==> config.mk <==
export PLATFORM = sky130hd
export DESIGN_NAME = clk_src_sequencer
export DESIGN_NICKNAME = d
export VERILOG_FILES = /design/src/rtl/clk_seq_pkg.sv /design/src/rtl/clk_src_sequencer_timer.sv /design/src/rtl/clk_src_sequencer.sv
export SDC_FILE = /design/constraint.sdc
export NUM_CORES = 1
export LEC_CHECK = 0
export ABC_AREA = 1
export BUFFER_PORTS_ARGS = -buffer_cell sky130_fd_sc_hd__buf_2
export CAP_MARGIN = 20
export CORE_MARGIN = 10
export CORE_UTILIZATION = 55
export CTS_CLUSTER_DIAMETER = 30
export DETAILED_ROUTE_END_ITERATION = 8
export GPL_ROUTABILITY_DRIVEN = 0
export PLACE_DENSITY = 0.82
export SETUP_SLACK_MARGIN = 0.1
export SYNTH_ARGS = -nofsm -noshare
export SYNTH_HDL_FRONTEND = slang
export SYNTH_SLANG_ARGS = --single-unit
==> constraint.sdc <==
create_clock -name CLK -period 2.7 [get_ports CLK]
set_clock_uncertainty 0.1 [all_clocks]
set_input_delay 0.54 -clock CLK [delete_from_list [all_inputs] [get_ports CLK]]
set_output_delay 0.54 -clock CLK [all_outputs]
set_load 0.02 [all_outputs]
==> src/rtl/clk_seq_pkg.sv <==
// clk_src_sequencer shared types
// state encoding, command fields, helpers
package clk_seq_pkg;

  typedef enum logic [2:0] {
    IDLE,
    GATE,
    SWITCH,
    SETTLE,
    LOCK,
    UNGATE
  } state_t;

  localparam int SEL_BIT    = 0;
  localparam int SUBSEL_BIT = 1;
  localparam int RSVD_MSB   = 7;
  localparam int RSVD_LSB   = 2;

  function automatic int max3(input int a, input int b, input int c);
    int m;
    m = (a > b) ? a : b;
    return (m > c) ? m : c;
  endfunction

endpackage

==> src/rtl/clk_src_sequencer_timer.sv <==
// seq_timer: loadable down-counter
// holds at zero, never wraps
module seq_timer #(
  parameter int            TW      = 13,
  parameter logic [TW-1:0] RST_VAL = '0
) (
  input  logic          CLK,
  input  logic          RST,
  input  logic          i_load,
  input  logic [TW-1:0] i_val,
  output logic          o_zero
);

  logic [TW-1:0] r_cnt;

  // load on request, else count down to zero
  always_ff @(posedge CLK) begin
    if (RST) begin
      r_cnt <= RST_VAL;
    end else if (i_load) begin
      r_cnt <= i_val;
    end else if (r_cnt != '0) begin
      r_cnt <= r_cnt - 1'b1;
    end
  end

  assign o_zero = (r_cnt == '0);

endmodule

==> src/rtl/clk_src_sequencer.sv <==
// clk_src_sequencer: glitch-safe clock
// source switch with gate/settle/lock
module clk_src_sequencer
  import clk_seq_pkg::*;
#(
  parameter int GATE_CYC   = 8,
  parameter int SETTLE_CYC = 16,
  parameter int LOCK_TO    = 4096
) (
  input  logic       CLK,
  input  logic       RST,
  input  logic [7:0] cmd,
  input  logic       wcmd,
  input  logic       pll_locked,
  output logic       sel,
  output logic       subsel,
  output logic       clk_en,
  output logic       busy,
  output logic       ack,
  output logic       rej,
  output logic       err
);

  localparam int TW =
    $clog2(max3(GATE_CYC, SETTLE_CYC, LOCK_TO)) + 1;

  state_t        r_state;
  state_t        w_next;
  logic [1:0]    r_cmd;
  logic [1:0]    w_cmd;
  logic          r_sel;
  logic          r_subsel;
  logic          r_clk_en;
  logic          r_busy;
  logic          r_ack;
  logic          r_rej;
  logic          r_err;
  logic          w_sel;
  logic          w_subsel;
  logic          w_ack;
  logic          w_rej;
  logic          w_err;
  logic          w_load;
  logic [TW-1:0] w_val;
  logic          w_zero;
  logic          w_rsvd;
  logic          w_same;

  seq_timer #(
    .TW      (TW),
    .RST_VAL (TW'(LOCK_TO))
  ) u_timer (
    .CLK    (CLK),
    .RST    (RST),
    .i_load (w_load),
    .i_val  (w_val),
    .o_zero (w_zero)
  );

  assign w_rsvd = |cmd[RSVD_MSB:RSVD_LSB];
  assign w_same = (cmd[SEL_BIT] == r_sel) &&
                  (cmd[SUBSEL_BIT] == r_subsel);

  // next state, command decode, timer reload
  always_comb begin
    w_next   = r_state;
    w_cmd    = r_cmd;
    w_sel    = r_sel;
    w_subsel = r_subsel;
    w_ack    = 1'b0;
    w_rej    = 1'b0;
    w_err    = r_err;
    w_load   = 1'b0;
    w_val    = '0;
    unique case (r_state)
      IDLE: begin
        if (wcmd) begin
          if (w_rsvd) begin
            w_rej = 1'b1;
          end else begin
            w_ack = 1'b1;
            w_err = 1'b0;
            if (!w_same) begin
              w_cmd  = cmd[1:0];
              w_next = GATE;
            end
          end
        end
      end
      GATE: begin
        if (w_zero) begin
          w_next   = SWITCH;
          w_sel    = r_cmd[SEL_BIT];
          w_subsel = r_cmd[SUBSEL_BIT];
        end
      end
      SWITCH: w_next = SETTLE;
      SETTLE: begin
        if (w_zero) w_next = LOCK;
      end
      LOCK: begin
        if (r_sel || pll_locked) begin
          w_next = UNGATE;
        end else if (w_zero) begin
          w_err  = 1'b1;
          w_next = IDLE;
        end
      end
      UNGATE:  w_next = IDLE;
      default: w_next = IDLE;
    endcase
    if (wcmd && r_state != IDLE) w_rej = 1'b1;
    w_load = (w_next != r_state);
    unique case (w_next)
      GATE:    w_val = TW'(GATE_CYC - 1);
      SETTLE:  w_val = TW'(SETTLE_CYC - 1);
      LOCK:    w_val = TW'(LOCK_TO - 1);
      default: w_val = '0;
    endcase
  end

  // state and registered outputs
  always_ff @(posedge CLK) begin
    if (RST) begin
      r_state  <= LOCK;
      r_cmd    <= 2'b00;
      r_sel    <= 1'b0;
      r_subsel <= 1'b0;
      r_clk_en <= 1'b0;
      r_busy   <= 1'b1;
      r_ack    <= 1'b0;
      r_rej    <= 1'b0;
      r_err    <= 1'b0;
    end else begin
      r_state  <= w_next;
      r_cmd    <= w_cmd;
      r_sel    <= w_sel;
      r_subsel <= w_subsel;
      r_clk_en <= (w_next == IDLE) && !w_err;
      r_busy   <= (w_next != IDLE);
      r_ack    <= w_ack;
      r_rej    <= w_rej;
      r_err    <= w_err;
    end
  end

  assign sel    = r_sel;
  assign subsel = r_subsel;
  assign clk_en = r_clk_en;
  assign busy   = r_busy;
  assign ack    = r_ack;
  assign rej    = r_rej;
  assign err    = r_err;

endmodule
**Word-level counts from Yosys, hierarchy flattened**

Cells that the tools add are included.

- Bits of input ports: 12
- Memory bits (read-only): 0
- Memories kept: 0
- Output and inout bits: 7
- Latch bits: 0
- Flip-flop bits (word level): 25
- Memory bits (writable): 0

- Bitwise operators: 4
- Multiplexer cells: 21
- Magnitude comparators: 0
- Divide/modulo/power cells: 0
- Reduce and logical (&&, ||, !) cells: 16
- Shifts and indexed selects: 0
- Add/sub/neg operators: 1
- Multipliers: 0
- Eq/ne operators: 10

Operator list:

| kind | number |
|---|---|
| $pmux 12 s3 | 1 |
| $mux 13 | 2 |
| $mux 3 | 7 |
| $pmux 3 s5 | 1 |
| $logic_not 13->1 | 1 |
| $reduce_bool 13->1 | 1 |
| $sub 13x1->13 const B | 1 |
| $eq 3x2->1 const B | 3 |
| $mux 1 | 9 |
| $eq 3x1->1 const B | 2 |
| $eq 3x3->1 const B | 2 |
| $logic_not 3->1 | 2 |
| $reduce_bool 3->1 | 2 |
| $reduce_or 6->1 | 1 |
| $not 1->1 | 4 |
| $reduce_and 4->1 | 1 |
| $logic_and 1x1->1 | 3 |
| $ne 3x3->1 | 1 |
| $reduce_or 3->1 | 1 |
| $eq 1x1->1 | 2 |
| $pmux 1 s2 | 1 |
| $reduce_and 2->1 | 1 |
| $reduce_bool 2->1 | 1 |
| $logic_not 1->1 | 1 |
| $logic_or 1x1->1 | 1 |

**Depth between registers and ports, before layout**

- Word-level depth: 9
- Gate-level depth with buffers: 15
- Gate-level depth less buffers: 15

**Modules after synthesis**

From an unflattened synthesis, not the netlist that was laid out.

- Cells, all modules: 228
- Area, all modules: 1534.0 um2

Modules (own cells, without submodules):

| module | cells each | area an instance (um2) | instances |
|---|---|---|---|
| seq_timer | 132 | 868.3 | 1 |
| clk_src_sequencer | 96 | 665.6 | 1 |

**Worst setup path after synthesis**

OpenSTA, ideal clock, no wires.

- Kind: input port to flip-flop
- From: input port pll_locked
- To: register u_timer.r_cnt[10]
- Path slack: 0.872 ns
- Buffers on the path: 0
- Arrival time: 1.600 ns
- Cell stages on the path: 11
- Required time: 2.473 ns
- Cells stage by stage: or2_2 > nand2_1 > nand2_1 > inv_2 > nand2_4 > nor2_8 > nor2_4 > nor2_8 > nand2_4 > nand2_2 > a21oi_1

- Cells in the longest elaborated chain, start to end: 6

RTL lines:

| element | line | source |
|---|---|---|
| from (decl) | clk_src_sequencer.sv:14 | `input logic pll_locked,` |
| $logic_or 1x1->1 (*) | clk_src_sequencer.sv:102 | `if (r_sel \|\| pll_locked) begin` |
| $mux 3 (*) | clk_src_sequencer.sv:102 |  |
| $pmux 3 s5 (*) | clk_src_sequencer.sv:75 | `unique case (r_state)` |
| $eq 3x3->1 (tied with other cells) | clk_src_sequencer.sv:114 | `unique case (w_next)` |
| $pmux 12 s3 | clk_src_sequencer.sv:114 |  |
| $mux 13 | clk_src_sequencer_timer.sv:20 | `end else if (i_load) begin` |
| to (signal assigned) | clk_src_sequencer_timer.sv:21 | `r_cnt <= i_val;` |
| to (signal assigned) | clk_src_sequencer_timer.sv:23 | `r_cnt <= r_cnt - 1'b1;` |
| to (decl) | clk_src_sequencer_timer.sv:14 | `logic [TW-1:0] r_cnt;` |

Mark *: on every way between the ends. The rest lies on a longest branch, timed or not.
A chain may end at the register's enable or synchronous reset.

**Worst setup path in the final report**

- From: register u_timer.r_cnt[0]
- To: register u_timer.r_cnt[0]

- Cells in the longest elaborated chain, start to end: 7

RTL lines:

| element | line | source |
|---|---|---|
| $logic_not 13->1 | clk_src_sequencer_timer.sv:27 | `assign o_zero = (r_cnt == '0);` |
| $mux 3 | clk_src_sequencer.sv:104 | `end else if (w_zero) begin` |
| $mux 3 | clk_src_sequencer.sv:102 |  |
| $pmux 3 s5 | clk_src_sequencer.sv:75 |  |
| $eq 3x3->1 (tied with other cells) | clk_src_sequencer.sv:114 |  |
| $pmux 12 s3 | clk_src_sequencer.sv:114 |  |
| $mux 13 | clk_src_sequencer_timer.sv:20 |  |

Several ways; a longest one is shown, not always the timed one. The select of a mux whose other input is x is not followed.

==> results.json <==
{
  "rows": 18,
  "grt_start_max_net_pins": 16,
  "routed-via-count": 1252,
  "fin_nets": 232,
  "summed_negative_setup_slack_over_all_endpoints_ps": 0,
  "setup_violations": 0,
  "clock_latency_late_sink_ps": 330,
  "critical_path.cell_chain": "inv_1, ha_1, nand2_2, nor2_4, nand2_4, o21ai_2, nand2_1, inv_1, nand2_1, nand2_1, nand2_1, a21oi_1",
  "criticalPathCategory": "register to register",
  "routed_via_density": 5.048,
  "layout_min_cycle_time_ps": 2050,
  "worst_hold_slack_ps": 354.1,
  "route.top_layer_used": "met4",
  "wl_met2_um": 1508,
  "yosys_warnings": 0,
  "syn_inst": 197,
  "critPathBufInv": 2,
  "maximum_capacitance_violations": 0,
  "cts_inserted_buffers": 3,
  "drtPass1Iterations": 4,
  "reg2reg_to": "u_timer.r_cnt[0]$_SDFFE_PP0P_",
  "worst_hold_path_type": "input port to register",
  "cts-hold-fix-buffers": 0,
  "cp_slowest_stage_delay_ps": 360,
  "route.final.wire_length_um": 2929,
  "post_cts.repair.setup_buffers": 0,
  "ctsLongestPathBuffers": 2,
  "drc_errors": 0,
  "grt.overflow.total": 0,
  "floorplan.die.width_um": 70.30,
  "max_slew.worst_pin.slew_ps": 276.6,
  "design.portCount": 19,
  "grt_usage": 0.1255,
  "met3_wire_length_um": 140,
  "cellPowerDensity_nw_per_um2": 1118,
  "final_number_of_max_transition_violations": 0,
  "holdPathEnd": "rej$_SDFF_PP0_",
  "clock-sinks": 25,
  "layout_cells_sized_above_1": 0.2110,
  "num_antenna_cells": 0,
  "syn_avg_cell_area_um2": 7.063,
  "root_buffer": "sky130_fd_sc_hd__clkbuf_4",
  "timing.max_slew.rel_slack": 0.8142,
  "synth.ff_latch_count": 25,
  "leakage_uw": 0.0007862,
  "grt_pass1_vias": 1210,
  "yosysSeqAreaShare": 0.3597,
  "tritoncts_clock_tree": "built",
  "core_area_um2": 2455,
  "hold_path.startpoint": "wcmd",
  "grt_first_pass_wirelength_um": 5126,
  "crit_slowest_cell": "sky130_fd_sc_hd__dfxtp_1",
  "crit_fanout": 4,
  "layout_worst_path_cycle_share": 0.7591,
  "reg2regPathDepth": 12,
  "synthesized_area_um2": 1391,
  "worst_setup_path_end_kind": "register",
  "floorplan.initialDensity": 0.5668,
  "met1_length_um": 1207,
  "syn2layout_area_growth_pct": 11.06,
  "hpwl_um": 2411,
  "syn_nets": 210,
  "critical_path_launch_point_type": "register",
  "fmaxAchievable_mhz": 487.9,
  "hold_violations": 0,
  "cp_data_arrival_time_ps": 2210,
  "synth_cell_type_count": 27,
  "status": "complete, no violations",
  "grt_antenna_before_repair": 0,
  "regToRegSetupSlack_ps": 650,
  "hold-path-cell-count": 3,
  "dr.first_iter.drc_count": 56,
  "chip_height_um": 70.30,
  "die_area_um2": 4941,
  "vdd_drop_max_uv": 682.5,
  "crit_top_cell": "sky130_fd_sc_hd__nand2_1",
  "detail-route-antenna-nets": 0,
  "crit_required_ps": 2860,
  "kind_of_cell_adding_the_most_delay_to_the_critical_path": "simple AND/OR/NAND/NOR gates",
  "wl_per_cell_um": 11.81,
  "port-buffer-count": 18,
  "clk_pin_slew_worst_paths_ps": 130,
  "critical_path.reg2reg.startpoint": "u_timer.r_cnt[0]$_SDFFE_PP0P_",
  "setup_repair_after_global_routing_missed_its_margin": "false",
  "ctsHtreeMaxLevel": 1,
  "postCtsResizedCells": 0
}
==> layout by cell type, fill, tap and decap left out <==
master / Yosys / routed
sky130_fd_sc_hd__a21oi_1: 10 / 10
sky130_fd_sc_hd__a22o_1: 1 / 1
sky130_fd_sc_hd__buf_2: 0 / 18
sky130_fd_sc_hd__clkbuf_4: 0 / 3
sky130_fd_sc_hd__clkinv_1: 1 / 1
sky130_fd_sc_hd__clkinvlp_4: 0 / 1
sky130_fd_sc_hd__dfxtp_1: 25 / 25
sky130_fd_sc_hd__ha_1: 1 / 1
sky130_fd_sc_hd__inv_1: 22 / 22
sky130_fd_sc_hd__inv_2: 4 / 4
sky130_fd_sc_hd__nand2_1: 40 / 40
sky130_fd_sc_hd__nand2_2: 2 / 2
sky130_fd_sc_hd__nand2_4: 4 / 4
sky130_fd_sc_hd__nand3_1: 12 / 12
sky130_fd_sc_hd__nand3_2: 1 / 1
sky130_fd_sc_hd__nand3b_1: 3 / 3
sky130_fd_sc_hd__nand4_1: 4 / 4
sky130_fd_sc_hd__nor2_1: 30 / 30
sky130_fd_sc_hd__nor2_2: 3 / 3
sky130_fd_sc_hd__nor2_4: 3 / 3
sky130_fd_sc_hd__nor2_8: 2 / 2
sky130_fd_sc_hd__nor3_1: 3 / 3
sky130_fd_sc_hd__o21ai_0: 8 / 8
sky130_fd_sc_hd__o21ai_1: 3 / 3
sky130_fd_sc_hd__o21ai_2: 2 / 2
sky130_fd_sc_hd__o31ai_1: 1 / 1
sky130_fd_sc_hd__or2_2: 3 / 3
sky130_fd_sc_hd__xnor2_1: 1 / 1
sky130_fd_sc_hd__xor2_1: 7 / 7
==> worst max path at each step <==
stage                                                end                          start  depth (start not counted)  slack (ps)
after CTS                  u_timer.r_cnt[4]$_SDFFE_PP0P_  u_timer.r_cnt[0]$_SDFFE_PP0P_                         13         650
after detailed placement   u_timer.r_cnt[1]$_SDFFE_PP0P_                         cmd[3]                         13         630
after global placement     u_timer.r_cnt[1]$_SDFFE_PP0P_                         cmd[5]                         13         660
after global routing      u_timer.r_cnt[11]$_SDFFE_PP0P_  u_timer.r_cnt[0]$_SDFFE_PP0P_                         12         410
after floorplan           u_timer.r_cnt[10]$_SDFFE_PP0P_                     pll_locked                         11         870
final                      u_timer.r_cnt[0]$_SDFFE_PP0P_  u_timer.r_cnt[0]$_SDFFE_PP0P_                         12         650
==> tightest hold or removal path, stage by stage <==
cell                      delay (ps)
sky130_fd_sc_hd__buf_2           120
sky130_fd_sc_hd__nand2_1          60
sky130_fd_sc_hd__nor2_1           40
==> logic make-up (layout without fill, tap and decap cells) <==
family,count (synthesis),in the layout,synth area share
flops,25,25,0.3597
buf+inv,28,49,0.07553
compound gates,25,25,0.09983
fa+ha+maj,1,1,0.008991
xor+xnor,8,8,0.05036
simple gates,110,110,0.4056
==> per-layer routing <==
metal / GRT usage / vias up
li1: - / 664
met1: 0.1313 / 556
met2: 0.2136 / 27
met3: 0.03107 / 5
met4: 0.08772 / 0
met5: 0 / -
==> state kept, by name, indices dropped and copies added (netlist names) <==
signal / count
clk_en: 1
rej: 1
busy: 1
sel: 1
ack: 1
err: 1
subsel: 1
r_cmd: 2
u_timer.r_cnt: 13
r_state: 3
==> power breakdown <==
part | switching [µW] | leakage (µW) | internal, µW
sequential | 76.0 | 0.000205 | 474
combinational | 636 | 0.000567 | 366
clock | 119 | 0.0000139 | 56.8
total | 831 | 0.000786 | 897
==> cells in the mapped netlist <==
master                     count  share of area
sky130_fd_sc_hd__inv_2         4          0.011
sky130_fd_sc_hd__o21ai_0       8          0.029
sky130_fd_sc_hd__nor2_2        3          0.013
sky130_fd_sc_hd__clkinv_1      1         0.0027
sky130_fd_sc_hd__clkbuf_1      1         0.0027
sky130_fd_sc_hd__nand4_1       4          0.018
sky130_fd_sc_hd__xnor2_1       1         0.0063
sky130_fd_sc_hd__ha_1          1         0.0090
sky130_fd_sc_hd__nand2_2       2         0.0090
sky130_fd_sc_hd__o21ai_1       3          0.011
sky130_fd_sc_hd__nand3_2       1         0.0072
sky130_fd_sc_hd__nand3b_1      3          0.016
sky130_fd_sc_hd__nor3_1        3          0.011
sky130_fd_sc_hd__a21oi_1      10          0.036
sky130_fd_sc_hd__nor2_8        2          0.029
sky130_fd_sc_hd__a22o_1        1         0.0063
sky130_fd_sc_hd__nor2_4        3          0.024
sky130_fd_sc_hd__nor2_1       30          0.081
sky130_fd_sc_hd__dfxtp_1      25           0.36
sky130_fd_sc_hd__o21ai_2       2          0.013
sky130_fd_sc_hd__o31ai_1       1         0.0054
sky130_fd_sc_hd__xor2_1        7          0.044
sky130_fd_sc_hd__nand2_4       4          0.032
sky130_fd_sc_hd__or2_2         3          0.013
sky130_fd_sc_hd__inv_1        22          0.059
sky130_fd_sc_hd__nand3_1      12          0.043
sky130_fd_sc_hd__nand2_1      40           0.11
==> through the flow <==
| stage | cell area [µm²] | utilization | setup WS (ps) | total power, µW | cells |
|---|---|---|---|---|---|
| 6_report | 1545 | 0.6295 | 650.4 | 1727 | 248 |
| 5_1_grt | 1545 | 0.6295 | 413.2 | 1906 | 248 |
| 4_1_cts | 1545 | 0.6295 | 647.2 | 1742 | 248 |
| 3_5_place_dp | 1515 | 0.6172 | 626.9 | 1558 | 244 |
| 3_3_place_gp | 1515 | 0.6172 | 661.8 | 1546 | 244 |
| 2_1_floorplan | 1391 | - | 872.4 | 1360 | 197 |
==> layout make-up <==
cell class	instances	area (µm²)
fill	253	909.6
multi-input combinational	144	785.8
sequential	25	500.5
inverter	27	101.3
timing repair buffer	18	90.09
tap	30	37.54
clock buffer	3	22.52
clock inverter	1	7.507
No activity file was read; power rests on OpenSTA's default activity.
